===== src/rtl/coef_zigzag_scan_if.sv =====
// Coefficient token stream between the zigzag scanner and its consumer.
// The master drives level/run/last under a valid/ready handshake.
interface coef_zigzag_scan_if;
    logic               out_valid;
    logic               out_ready;
    logic signed [14:0] out_level;
    logic [3:0]         out_run;
    logic               out_last;

    modport master (
        output out_valid,
        output out_level,
        output out_run,
        output out_last,
        input  out_ready
    );

    modport slave (
        input  out_valid,
        input  out_level,
        input  out_run,
        input  out_last,
        output out_ready
    );
endinterface


===== src/rtl/coef_zigzag_scan.sv =====
// 4x4 zigzag coefficient scanner: CAVLC-style summary plus a reverse-order (level, run) token stream.
// Optional COEF_ZIGZAG_EARLY_ZERO_EN skips the scan for all-zero blocks.
module coef_zigzag_scan (
    input  logic               clk,
    input  logic               rst,
    input  logic               h264_reset,
    input  logic               start,
    input  logic signed [14:0] coef [0:3][0:3],
    output logic               busy,
    output logic               done,
    output logic [4:0]         total_coeff,
    output logic [1:0]         trailing_ones,
    output logic [3:0]         total_zeros,
    coef_zigzag_scan_if.master tok
);
    typedef enum logic [1:0] {
        IDLE = 2'd0,
        SCAN = 2'd1,
        EMIT = 2'd2,
        DONE = 2'd3
    } state_t;

    state_t             state_r;
    logic signed [14:0] coef_r      [0:3][0:3];
    logic signed [14:0] buf_level_r [0:15];
    logic [3:0]         buf_run_r   [0:15];
    logic [3:0]         idx_r;
    logic [3:0]         zero_cnt_r;
    logic [3:0]         emit_ptr_r;
    logic [4:0]         cnt_r;
    logic [4:0]         last_nz_r;
    logic [1:0]         t1_r;
    logic               out_valid_r;
    logic               out_last_r;
    logic signed [14:0] out_level_r;
    logic [3:0]         out_run_r;

    logic [3:0]         pos_s;
    logic signed [14:0] cur_s;
    logic               cur_nz_s;
    logic               cur_one_s;
    logic [4:0]         cnt_nxt_s;
    logic [4:0]         last_nz_nxt_s;
    logic [1:0]         t1_nxt_s;
    logic [3:0]         tz_s;
    logic [3:0]         top_idx_s;
    logic signed [14:0] top_level_s;
    logic [3:0]         top_run_s;
    logic [3:0]         next_ptr_s;

    assign tok.out_valid = out_valid_r;
    assign tok.out_last  = out_last_r;
    assign tok.out_level = out_level_r;
    assign tok.out_run   = out_run_r;

    // Scan index -> raster position {row, col}
    function automatic logic [3:0] zz_pos(input logic [3:0] idx);
        case (idx)
            4'd0:    zz_pos = 4'b0000;
            4'd1:    zz_pos = 4'b0001;
            4'd2:    zz_pos = 4'b0100;
            4'd3:    zz_pos = 4'b1000;
            4'd4:    zz_pos = 4'b0101;
            4'd5:    zz_pos = 4'b0010;
            4'd6:    zz_pos = 4'b0011;
            4'd7:    zz_pos = 4'b0110;
            4'd8:    zz_pos = 4'b1001;
            4'd9:    zz_pos = 4'b1100;
            4'd10:   zz_pos = 4'b1101;
            4'd11:   zz_pos = 4'b1010;
            4'd12:   zz_pos = 4'b0111;
            4'd13:   zz_pos = 4'b1011;
            4'd14:   zz_pos = 4'b1110;
            4'd15:   zz_pos = 4'b1111;
            default: zz_pos = 4'b0000;
        endcase
    endfunction

`ifdef COEF_ZIGZAG_EARLY_ZERO_EN
    logic coef_all_zero_s;

    // All-zero detection on the live coefficient input
    always_comb begin
        coef_all_zero_s = 1'b1;
        for (int r = 0; r < 4; r++) begin
            for (int c = 0; c < 4; c++) begin
                if (coef[r][c] != 15'sd0) begin
                    coef_all_zero_s = 1'b0;
                end else begin
                    coef_all_zero_s = coef_all_zero_s;
                end
            end
        end
    end
`endif

    // Per-position scan arithmetic, including the current position's contribution
    always_comb begin
        pos_s     = zz_pos(idx_r);
        cur_s     = coef_r[pos_s[3:2]][pos_s[1:0]];
        cur_nz_s  = (cur_s != 15'sd0);
        cur_one_s = (cur_s == 15'sd1) || (cur_s == -15'sd1);
        top_idx_s = cnt_r[3:0] - 4'd1;
        if (cur_nz_s) begin
            cnt_nxt_s     = cnt_r + 5'd1;
            last_nz_nxt_s = {1'b0, idx_r} + 5'd1;
            top_level_s   = cur_s;
            top_run_s     = zero_cnt_r;
            if (cur_one_s) begin
                t1_nxt_s = (t1_r == 2'd3) ? 2'd3 : t1_r + 2'd1;
            end else begin
                t1_nxt_s = 2'd0;
            end
        end else begin
            cnt_nxt_s     = cnt_r;
            last_nz_nxt_s = last_nz_r;
            t1_nxt_s      = t1_r;
            top_level_s   = buf_level_r[top_idx_s];
            top_run_s     = buf_run_r[top_idx_s];
        end
        if (cnt_nxt_s == 5'd0) begin
            tz_s = 4'd0;
        end else begin
            tz_s = 4'(last_nz_nxt_s - cnt_nxt_s);
        end
        next_ptr_s = emit_ptr_r - 4'd1;
    end

    // Control FSM with registered status, summary and token outputs
    always_ff @(posedge clk) begin
        if (rst || h264_reset) begin
            state_r       <= IDLE;
            busy          <= 1'b0;
            done          <= 1'b0;
            total_coeff   <= 5'd0;
            trailing_ones <= 2'd0;
            total_zeros   <= 4'd0;
            idx_r         <= 4'd0;
            zero_cnt_r    <= 4'd0;
            emit_ptr_r    <= 4'd0;
            cnt_r         <= 5'd0;
            last_nz_r     <= 5'd0;
            t1_r          <= 2'd0;
            out_valid_r   <= 1'b0;
            out_last_r    <= 1'b0;
            out_level_r   <= 15'sd0;
            out_run_r     <= 4'd0;
            for (int i = 0; i < 16; i++) begin
                buf_level_r[i]         <= 15'sd0;
                buf_run_r[i]           <= 4'd0;
                coef_r[i / 4][i % 4]   <= 15'sd0;
            end
        end else begin
            case (state_r)
                IDLE: begin
                    done <= 1'b0;
                    busy <= 1'b0;
                    if (start) begin
                        coef_r        <= coef;
                        idx_r         <= 4'd0;
                        zero_cnt_r    <= 4'd0;
                        cnt_r         <= 5'd0;
                        last_nz_r     <= 5'd0;
                        t1_r          <= 2'd0;
                        total_coeff   <= 5'd0;
                        trailing_ones <= 2'd0;
                        total_zeros   <= 4'd0;
                        busy          <= 1'b1;
`ifdef COEF_ZIGZAG_EARLY_ZERO_EN
                        if (coef_all_zero_s) begin
                            state_r <= DONE;
                            done    <= 1'b1;
                        end else begin
                            state_r <= SCAN;
                        end
`else
                        state_r <= SCAN;
`endif
                    end
                end
                SCAN: begin
                    idx_r     <= idx_r + 4'd1;
                    cnt_r     <= cnt_nxt_s;
                    t1_r      <= t1_nxt_s;
                    last_nz_r <= last_nz_nxt_s;
                    if (cur_nz_s) begin
                        buf_level_r[cnt_r[3:0]] <= cur_s;
                        buf_run_r[cnt_r[3:0]]   <= zero_cnt_r;
                        zero_cnt_r              <= 4'd0;
                    end else begin
                        zero_cnt_r <= zero_cnt_r + 4'd1;
                    end
                    if (idx_r == 4'd15) begin
                        total_coeff   <= cnt_nxt_s;
                        trailing_ones <= t1_nxt_s;
                        total_zeros   <= tz_s;
                        if (cnt_nxt_s != 5'd0) begin
                            // Highest-frequency entry may be the one being written this edge
                            state_r     <= EMIT;
                            emit_ptr_r  <= cnt_nxt_s[3:0] - 4'd1;
                            out_valid_r <= 1'b1;
                            out_level_r <= top_level_s;
                            out_run_r   <= top_run_s;
                            out_last_r  <= (cnt_nxt_s == 5'd1);
                        end else begin
                            state_r <= DONE;
                            done    <= 1'b1;
                        end
                    end
                end
                EMIT: begin
                    if (tok.out_ready) begin
                        if (emit_ptr_r == 4'd0) begin
                            state_r     <= DONE;
                            done        <= 1'b1;
                            out_valid_r <= 1'b0;
                            out_last_r  <= 1'b0;
                            out_level_r <= 15'sd0;
                            out_run_r   <= 4'd0;
                        end else begin
                            emit_ptr_r  <= next_ptr_s;
                            out_level_r <= buf_level_r[next_ptr_s];
                            out_run_r   <= buf_run_r[next_ptr_s];
                            out_last_r  <= (next_ptr_s == 4'd0);
                        end
                    end
                end
                DONE: begin
                    state_r <= IDLE;
                    done    <= 1'b0;
                    busy    <= 1'b0;
                end
                default: begin
                    state_r     <= IDLE;
                    done        <= 1'b0;
                    busy        <= 1'b0;
                    out_valid_r <= 1'b0;
                    out_last_r  <= 1'b0;
                end
            endcase
        end
    end
endmodule


===== src/flat_wrapper.sv =====
// flat-port wrapper written by rule: the top's interface ports become plain ports
module coef_zigzag_scan_flat 
  (clk, rst, h264_reset, start, coef, busy, done, total_coeff, trailing_ones, total_zeros, tok_out_valid, tok_out_level, tok_out_run, tok_out_last, tok_out_ready);
  coef_zigzag_scan_if tok_i ();
  input  logic clk;
  input  logic rst;
  input  logic h264_reset;
  input  logic start;
  input  logic signed [14:0] coef[0:3][0:3];
  output logic busy;
  output logic done;
  output logic [4:0] total_coeff;
  output logic [1:0] trailing_ones;
  output logic [3:0] total_zeros;
  output wire logic [$bits(tok_i.out_valid)-1:0] tok_out_valid;
  output wire logic [$bits(tok_i.out_level)-1:0] tok_out_level;
  output wire logic [$bits(tok_i.out_run)-1:0] tok_out_run;
  output wire logic [$bits(tok_i.out_last)-1:0] tok_out_last;
  input wire logic [$bits(tok_i.out_ready)-1:0] tok_out_ready;
  assign tok_out_valid = tok_i.out_valid;
  assign tok_out_level = tok_i.out_level;
  assign tok_out_run = tok_i.out_run;
  assign tok_out_last = tok_i.out_last;
  assign tok_i.out_ready = tok_out_ready;
  coef_zigzag_scan u_core (.clk(clk), .rst(rst), .h264_reset(h264_reset), .start(start), .coef(coef), .busy(busy), .done(done), .total_coeff(total_coeff), .trailing_ones(trailing_ones), .total_zeros(total_zeros), .tok(tok_i));
endmodule

===== config.mk =====
export PLATFORM = sky130hd
export DESIGN_NAME = coef_zigzag_scan_flat
export DESIGN_NICKNAME = d
export VERILOG_FILES = /design/src/rtl/coef_zigzag_scan_if.sv /design/src/rtl/coef_zigzag_scan.sv /design/src/flat_wrapper.sv
export SDC_FILE = /design/constraint.sdc
export NUM_CORES = 1
export LEC_CHECK = 0
export ABC_AREA = 1
export CAP_MARGIN = 10
export CORE_ASPECT_RATIO = 0.7
export CORE_MARGIN = 2
export CORE_UTILIZATION = 30
export DETAILED_ROUTE_END_ITERATION = 7
export PLACE_DENSITY = 0.49
export SLEW_MARGIN = 20
export SYNTH_ARGS = -nofsm -noshare
export SYNTH_HDL_FRONTEND = slang
export SYNTH_SLANG_ARGS = --single-unit
export TNS_END_PERCENT = 5

===== constraint.sdc =====
create_clock -name clk -period 3.3 [get_ports clk]
set_clock_uncertainty 0.1 [all_clocks]
set_input_delay 0.495 -clock clk [delete_from_list [all_inputs] [get_ports clk]]
set_output_delay 0.495 -clock clk [all_outputs]
set_load 0.03 [all_outputs]

Yosys cells after proc, flatten, opt, wreduce, memory -nomap -nowiden
Memories as Yosys holds them, arrays and structs flattened. A register that Yosys moved wholly into a read port is not among the register bits.
Index checks and enable logic that the tools add are counted.
Operators by class
  $add $sub $neg: 9
  order comparisons: 2
  equality and inequality tests: 15
  muxes and demuxes: 81
  bitwise operators: 2
  reductions and logical operators: 22
Operators by type and width (number)
  60-bit binary-select mux with 2-bit select: 1
  15-bit two-way mux: 8
  60-bit two-way mux: 2
  4-bit two-way mux: 18
  4-bit one-hot mux with 2 select lines: 5
  15-bit binary-select mux with 2-bit select: 1
  15-bit one-hot mux with 2 select lines: 1
  5-bit one-hot mux with 2 select lines: 3
  1-bit two-way mux: 22
  5-bit two-way mux: 4
  2-bit two-way mux: 9
  15-bit by 1-bit equality test with 1-bit output, second input constant: 1
  15-bit by 2-bit equality test with 1-bit output, second input constant: 1
  15-bit nonzero test: 1
  15-bit OR reduction: 1
  4-bit AND reduction: 3
  4-bit by 1-bit subtractor with 4-bit output, second input constant: 3
  5-bit AND reduction: 2
  4-bit by 1-bit adder with 4-bit output, second input constant: 2
  4-bit logical NOT: 2
  2-bit inequality test, second input constant: 4
  2-bit one-hot mux with 2 select lines: 2
  2-bit one-hot mux with 4 select lines: 1
  2-bit equality test, second input constant: 3
  other kinds (21): 31
Word-level totals
  register bits: 300
  bits in writable memories: 304
  memory bits (read-only): 64
  input bits: 245
  output and inout port bits: 34
  word-level logic and storage cells: 166
  memories: 3
Memories
  u_core.buf_level_r: words 16, bits a word 15, rd ports 2, clocked after memory_dff 0, write ports 16, line coef_zigzag_scan.sv:25  | logic signed [14:0] buf_level_r [0:15];
  (no name shown): words 16, bits a word 4, rd ports 1, clocked after memory_dff 1, write ports 0, line coef_zigzag_scan.sv:58  | case (idx)
  u_core.buf_run_r: words 16, bits a word 4, rd ports 2, clocked after memory_dff 0, write ports 16, line coef_zigzag_scan.sv:26  | logic [3:0] buf_run_r [0:15];

Logic depth before layout (Yosys ltp)
  word-level depth: 14
  gate-level depth with buffers: 28
  mapped depth without buffers: 23

Worst setup path after synthesis
No wires, ideal clock.
  path kind: flip-flop to flip-flop
  from: reg u_core.cnt_r[0]
  to: reg u_core.out_level_r[8] (netlist: u_core.tok.out_level[8])
  library setup time: 0.064 ns
  arrival: 3.312 ns
  data required time: 3.136 ns
  path slack: -0.176 ns
  cell stages (with the launch flop): 21
  path buffers: 7
  clock period less this slack: 3.476 ns
  cell sequence: dfxtp_1 clkbuf_1 clkinv_1 buf_2 clkbuf_1 clkbuf_1 ha_1 clkbuf_1 inv_1 clkbuf_1 clkbuf_1 o21ai_0 o211ai_1 o21ai_0 nand2_1 nand2_1 o21ai_0 a21oi_1 nand4_1 nand2_1 nor2_1
On the way
  cells in the longest elaborated chain, start to end: 6
  elaborated cells between the ends (all ways): 11
  classes of those cells: add/sub (2); eq/ne (1); mux (5); reduce/logical (2); memory (1)
Ends and longest elaborated chain
  start, declared: line coef_zigzag_scan.sv:30  | logic [4:0] cnt_r;
  start signal, assigned: line coef_zigzag_scan.sv:183  | cnt_r <= cnt_nxt_s;
  4-bit by 1-bit subtractor with 4-bit output: line coef_zigzag_scan.sv:103  | top_idx_s = cnt_r[3:0] - 4'd1;
  memory 16 x 15 bit
  15-bit two-way mux: line coef_zigzag_scan.sv:104  | if (cur_nz_s) begin
  15-bit two-way mux: line coef_zigzag_scan.sv:197  | if (cnt_nxt_s != 5'd0) begin
  15-bit two-way mux: line coef_zigzag_scan.sv:193  | if (idx_r == 4'd15) begin
  15-bit one-hot mux with 2 select lines: line coef_zigzag_scan.sv:154  | case (state_r)
  end signal, assigned: line coef_zigzag_scan.sv:202  | out_level_r <= top_level_s;
  end signal, assigned: line coef_zigzag_scan.sv:222  | out_level_r <= buf_level_r[next_ptr_s];
  end, declared: line coef_zigzag_scan.sv:35  | logic signed [14:0] out_level_r;
Several ways; a longest one is shown, not always the timed one. The select of a mux whose other input is x is not followed.
A chain may end at the register's enable or synchronous reset.

Worst setup path after layout
  from: reg u_core.pos_s[2] (netlist name)
  to: reg u_core.total_zeros[1]
On the way
  cells in the longest elaborated chain, start to end: 13
  elaborated cells between the ends (all ways): 15
  classes of those cells: add/sub (1); mux (11); bitwise (1); reduce/logical (2)
Ends and longest elaborated chain
  2-bit inverter with 3-bit output (not written as such) (*): line coef_zigzag_scan.sv:100  | cur_s = coef_r[pos_s[3:2]][pos_s[1:0]];
  60-bit binary-select mux with 2-bit select (*): line coef_zigzag_scan.sv:100
  60-bit two-way mux (not written as such) (*) (2 in series): line coef_zigzag_scan.sv:100
  15-bit binary-select mux with 2-bit select (*): line coef_zigzag_scan.sv:100
  15-bit two-way mux (not written as such) (*) (2 in series): line coef_zigzag_scan.sv:100
  15-bit nonzero test (*): line coef_zigzag_scan.sv:101  | cur_nz_s = (cur_s != 15'sd0);
  5-bit two-way mux: line coef_zigzag_scan.sv:104
  4-bit subtractor or 5-bit logical NOT (tied branches): line coef_zigzag_scan.sv:124, coef_zigzag_scan.sv:121
  4-bit two-way mux (*): line coef_zigzag_scan.sv:121  | if (cnt_nxt_s == 5'd0) begin
  4-bit two-way mux (*): line coef_zigzag_scan.sv:193
  4-bit one-hot mux with 2 select lines (*): line coef_zigzag_scan.sv:154
  end signal, assigned: line coef_zigzag_scan.sv:196  | total_zeros <= tz_s;
  end, declared: line coef_zigzag_scan.sv:13  | output logic [3:0] total_zeros,
Every way passes the cells marked *; elsewhere a longest branch is shown, timed or not. The select of a mux whose other input is x is not followed.

==> results.toml <==
[status]
outcome = "finished with violations"
violations = "setup timing"

[clock_tree]
clk_latency_ns = 0.67
cts-root-buf = "clkbuf_16"
cts.sinks = 607
cts_hold_buffers = 0
cts_inserted_buffers = 61
cts_buffer_depth = 3
ctsHtreeMaxLevel = 2
tritoncts = "yes"
clk_pin_slew_ns = 0.06

[route]
drt-pass1-iter-count = 6
drc = 0
wire_per_inst_microns = 22.7
drt_wl_total_microns = 130000
routed-via-count = 29813
postRouteAntennaNets = 0
vias_per_cell = 5.21
first_iter_violations = 3546

[timing]
min_period_ns = 3.32
worstMarginPinSlew_ns = 0.994
max_freq_ghz = 0.301
setup_slack_ns = -0.0227
final-setup-viol-count = 1
finalHoldViolCount = 0
finalCritPeriodShare_pct = 101
maxSlewHeadroom_pct = 33.7
rsz0062_at_grt = "true"
drv_slew = 0
whs_ns = 0.353

[synth]
yosysSeqAreaShare_pct = 49.5
synth_top_area_share_pct = 29.8
synth_fp_nets = 4312
synth_top_flop_cell = "edfxtp_1"
synthTopCellsByArea = "edfxtp_1 30%, dfxtp_1 20%, o21ai_0 11%"
async_reset_ff_share_pct = 0
ys_types = 40
ys_ff_latch = 607
ys_warn_count = 0
postSynthAreaPerCell_sq_um = 7.59
synth_edf_count = 304
synth_top_cell_by_area = "edfxtp_1"
synthesis.area_sq_mm = 0.0307
syn_inst = 4043

[worst_setup_path]
arrival_ns = 3.75
path_max_fanout = 17
worst_r2r_startpoint = "u_core.pos_s[2]$_DFF_P_"
reg2reg_depth = 20
reg2reg_slack_ns = -0.02
r2r_end = "u_core.total_zeros[1]$_SDFFE_PP0P_"
endpoint_kind = "register"
cp.required_ns = 3.73
crit_path_start_kind = "register"
critical_path_class = "register to register"

[finish]
final_layout_size_suffix_gt1_share_pct = 11.6
most-common-layout-cells = "714 x nor2_1, 649 x o21ai_0, 476 x nand2_1, 421 x a21oi_1, 304 x edfxtp_1"
nNetsFinal = 4588
fillers = 10518
area_growth_pct = 27.8
final_common_cell = "nor2_1"

[floorplan]
dieWidth_microns = 386
rows = 98
ios = 279
core-area_sq_mm = 0.102
dieHeight_microns = 272
dieArea_sq_mm = 0.105
initial_core_util_pct = 30.1

[grt]
grt_max_degree = 187
grt_pass1_vias = 27374
track_usage_pct = 23.8
overflow = 0
grt_pass1_wl_microns = 186000
antenna_found_initial = 9

[power_and_ir_drop]
internal-power_mw = 13.4
swShare_pct = 29.7
peakVddDrop_uv = 446
power_frac_seq_pct = 44.0
p_clk_share_pct = 37.1
switchingPower_mw = 5.67
powerDensity_mw_per_mm2 = 487
p_comb_share_pct = 18.9
total_leakage_power_nw = 14.7

[placed_design]
gp_congestion = 0.938
hpwl_microns = 90000
io_buffers = 278
pre_cts_ws_ns = -0.235

[min_path]
min_path_type = "register to register"
whs_path_depth = 2
holdPathEnd = "u_core.coef_r[90]$_SDFFE_PP0P_"
min_from = "u_core.coef_r[90]$_SDFFE_PP0P_"

[job]
drv_cap = 0
[synth_stat cells (3+ instances only)]
library cell,n
inv_1,309
o211ai_1,13
nor2_1,728
clkinv_1,31
nand2_2,4
edfxtp_1,304
nand3b_1,3
clkbuf_1,240
nand4_1,21
buf_2,49
o22ai_1,5
buf_6,14
o221ai_1,4
nor2_4,3
o22a_1,13
o21ai_0,673
buf_4,7
nand3_1,234
xor2_1,8
xnor2_1,3
a211oi_1,8
a21oi_1,423
inv_2,6
buf_1,17
ha_1,23
nor3_1,3
o21ai_1,36
nand2_1,530
dfxtp_1,303
a311oi_1,14
[stage by stage]
step                      cell area, sq um  util [%]  instances  total power, mW  TNS (ns)
after floorplan                      30700         -       4043             10.3         0
after global placement               36100      35.5       5574             11.9    -12.76
after detailed placement             36100      35.5       5574             11.9    -19.80
after CTS                            38300      37.7       5695             19.0         0
after global routing                 39200      38.5       5719             19.8     -1.65
final                                39200      38.5       5721             19.1   -0.0227
[critical path, stage by stage, from the launching register on]
cell and delay, ns:
dfxtp_4 0.39, inv_2 0.11, buf_6 0.16, buf_12 0.17, nand2_1 0.13, nand3_1 0.17, nand3_1 0.10, nand3_1 0.08
nand2_1 0.07, nor2_1 0.14, nand2_2 0.08, nor2_4 0.14, nand2_4 0.13, clkbuf_16 0.19, o21ai_4 0.16, buf_6 0.12
inv_2 0.03, fa_2 0.56, inv_2 0.03, nand2_1 0.06, a21oi_1 0.06
[power groups by stage]
stage	clock (mW)	combinational, mW	sequential (mW)
2_1_floorplan	0	1.73	8.55
3_3_place_gp	0	3.36	8.55
3_5_place_dp	0	3.35	8.56
4_1_cts	7.18	3.40	8.39
5_1_grt	7.46	3.92	8.43
6_report	7.08	3.61	8.40
[cell families (layout without fill, tap and decap cells)]
family	count (synthesis)	in the layout	share of synthesized area [%]
other	0	3	0
AOI/OAI and AO/OA	1197	1197	20.2
DFF	607	607	49.5
buffers and inverters	673	998	8.86
adders and majority gates	24	24	1.00
and+or+nand+nor	1531	1531	20.1
xor gates and xnor gates	11	11	0.314
[worst max path at each step]
| stage | cells past startpoint | slack, ns | end | startpoint |
|---|---|---|---|---|
| floorplan | 19 | 0.09 | u_core.tok.out_level[2]$_SDFFE_PP0P_ | u_core.cnt_r[0]$_SDFFE_PP0P_ |
| global placement | 22 | -0.18 | u_core.total_zeros[3]$_SDFFE_PP0P_ | u_core.pos_s[2]$_DFF_P_ |
| detailed placement | 19 | -0.24 | u_core.total_zeros[2]$_SDFFE_PP0P_ | u_core.pos_s[2]$_DFF_P_ |
| CTS | 23 | 0.003 | u_core.total_zeros[2]$_SDFFE_PP0P_ | u_core.pos_s[2]$_DFF_P_ |
| global route | 21 | -0.11 | u_core.total_zeros[1]$_SDFFE_PP0P_ | u_core.pos_s[2]$_DFF_P_ |
| finish | 20 | -0.02 | u_core.total_zeros[1]$_SDFFE_PP0P_ | u_core.pos_s[2]$_DFF_P_ |
[final cells by class]
class	instances	area [sq um]	share of cell area (%)
well taps	1350	1690	4.31
inverters	346	1310	3.33
flip-flops and latches	607	15200	38.8
repair buffers	540	5730	14.6
multi-input cells	2763	13400	34.0
clock inverters	26	211	0.539
clock buffers	86	1720	4.39
diodes	3	7.51	0.0191
[routing by layer]
| metal | wire, microns | track usage [%] |
|---|---|---|
| met5 | 107 | 0 |
| met4 | 2330 | 4.81 |
| met3 | 14500 | 7.52 |
| met2 | 49800 | 31.3 |
| met1 | 63000 | 37.1 |
[state kept, by name, indices dropped and copies added, names as in the netlist, 5 cells and up]
name,flops
u_core.tok.out_level,15
u_core.buf_run_r,64
u_core.buf_level_r,240
u_core.total_coeff,5
u_core.cnt_r,5
u_core.coef_r,240
[timing repair]
item	in CTS	in global routing
buffers inserted	6	16
setup endpoints to repair	297	573
pin swaps	6	49
gates cloned	3	9
gates resized for setup	47	160
No activity file was read; power rests on OpenSTA's default activity.
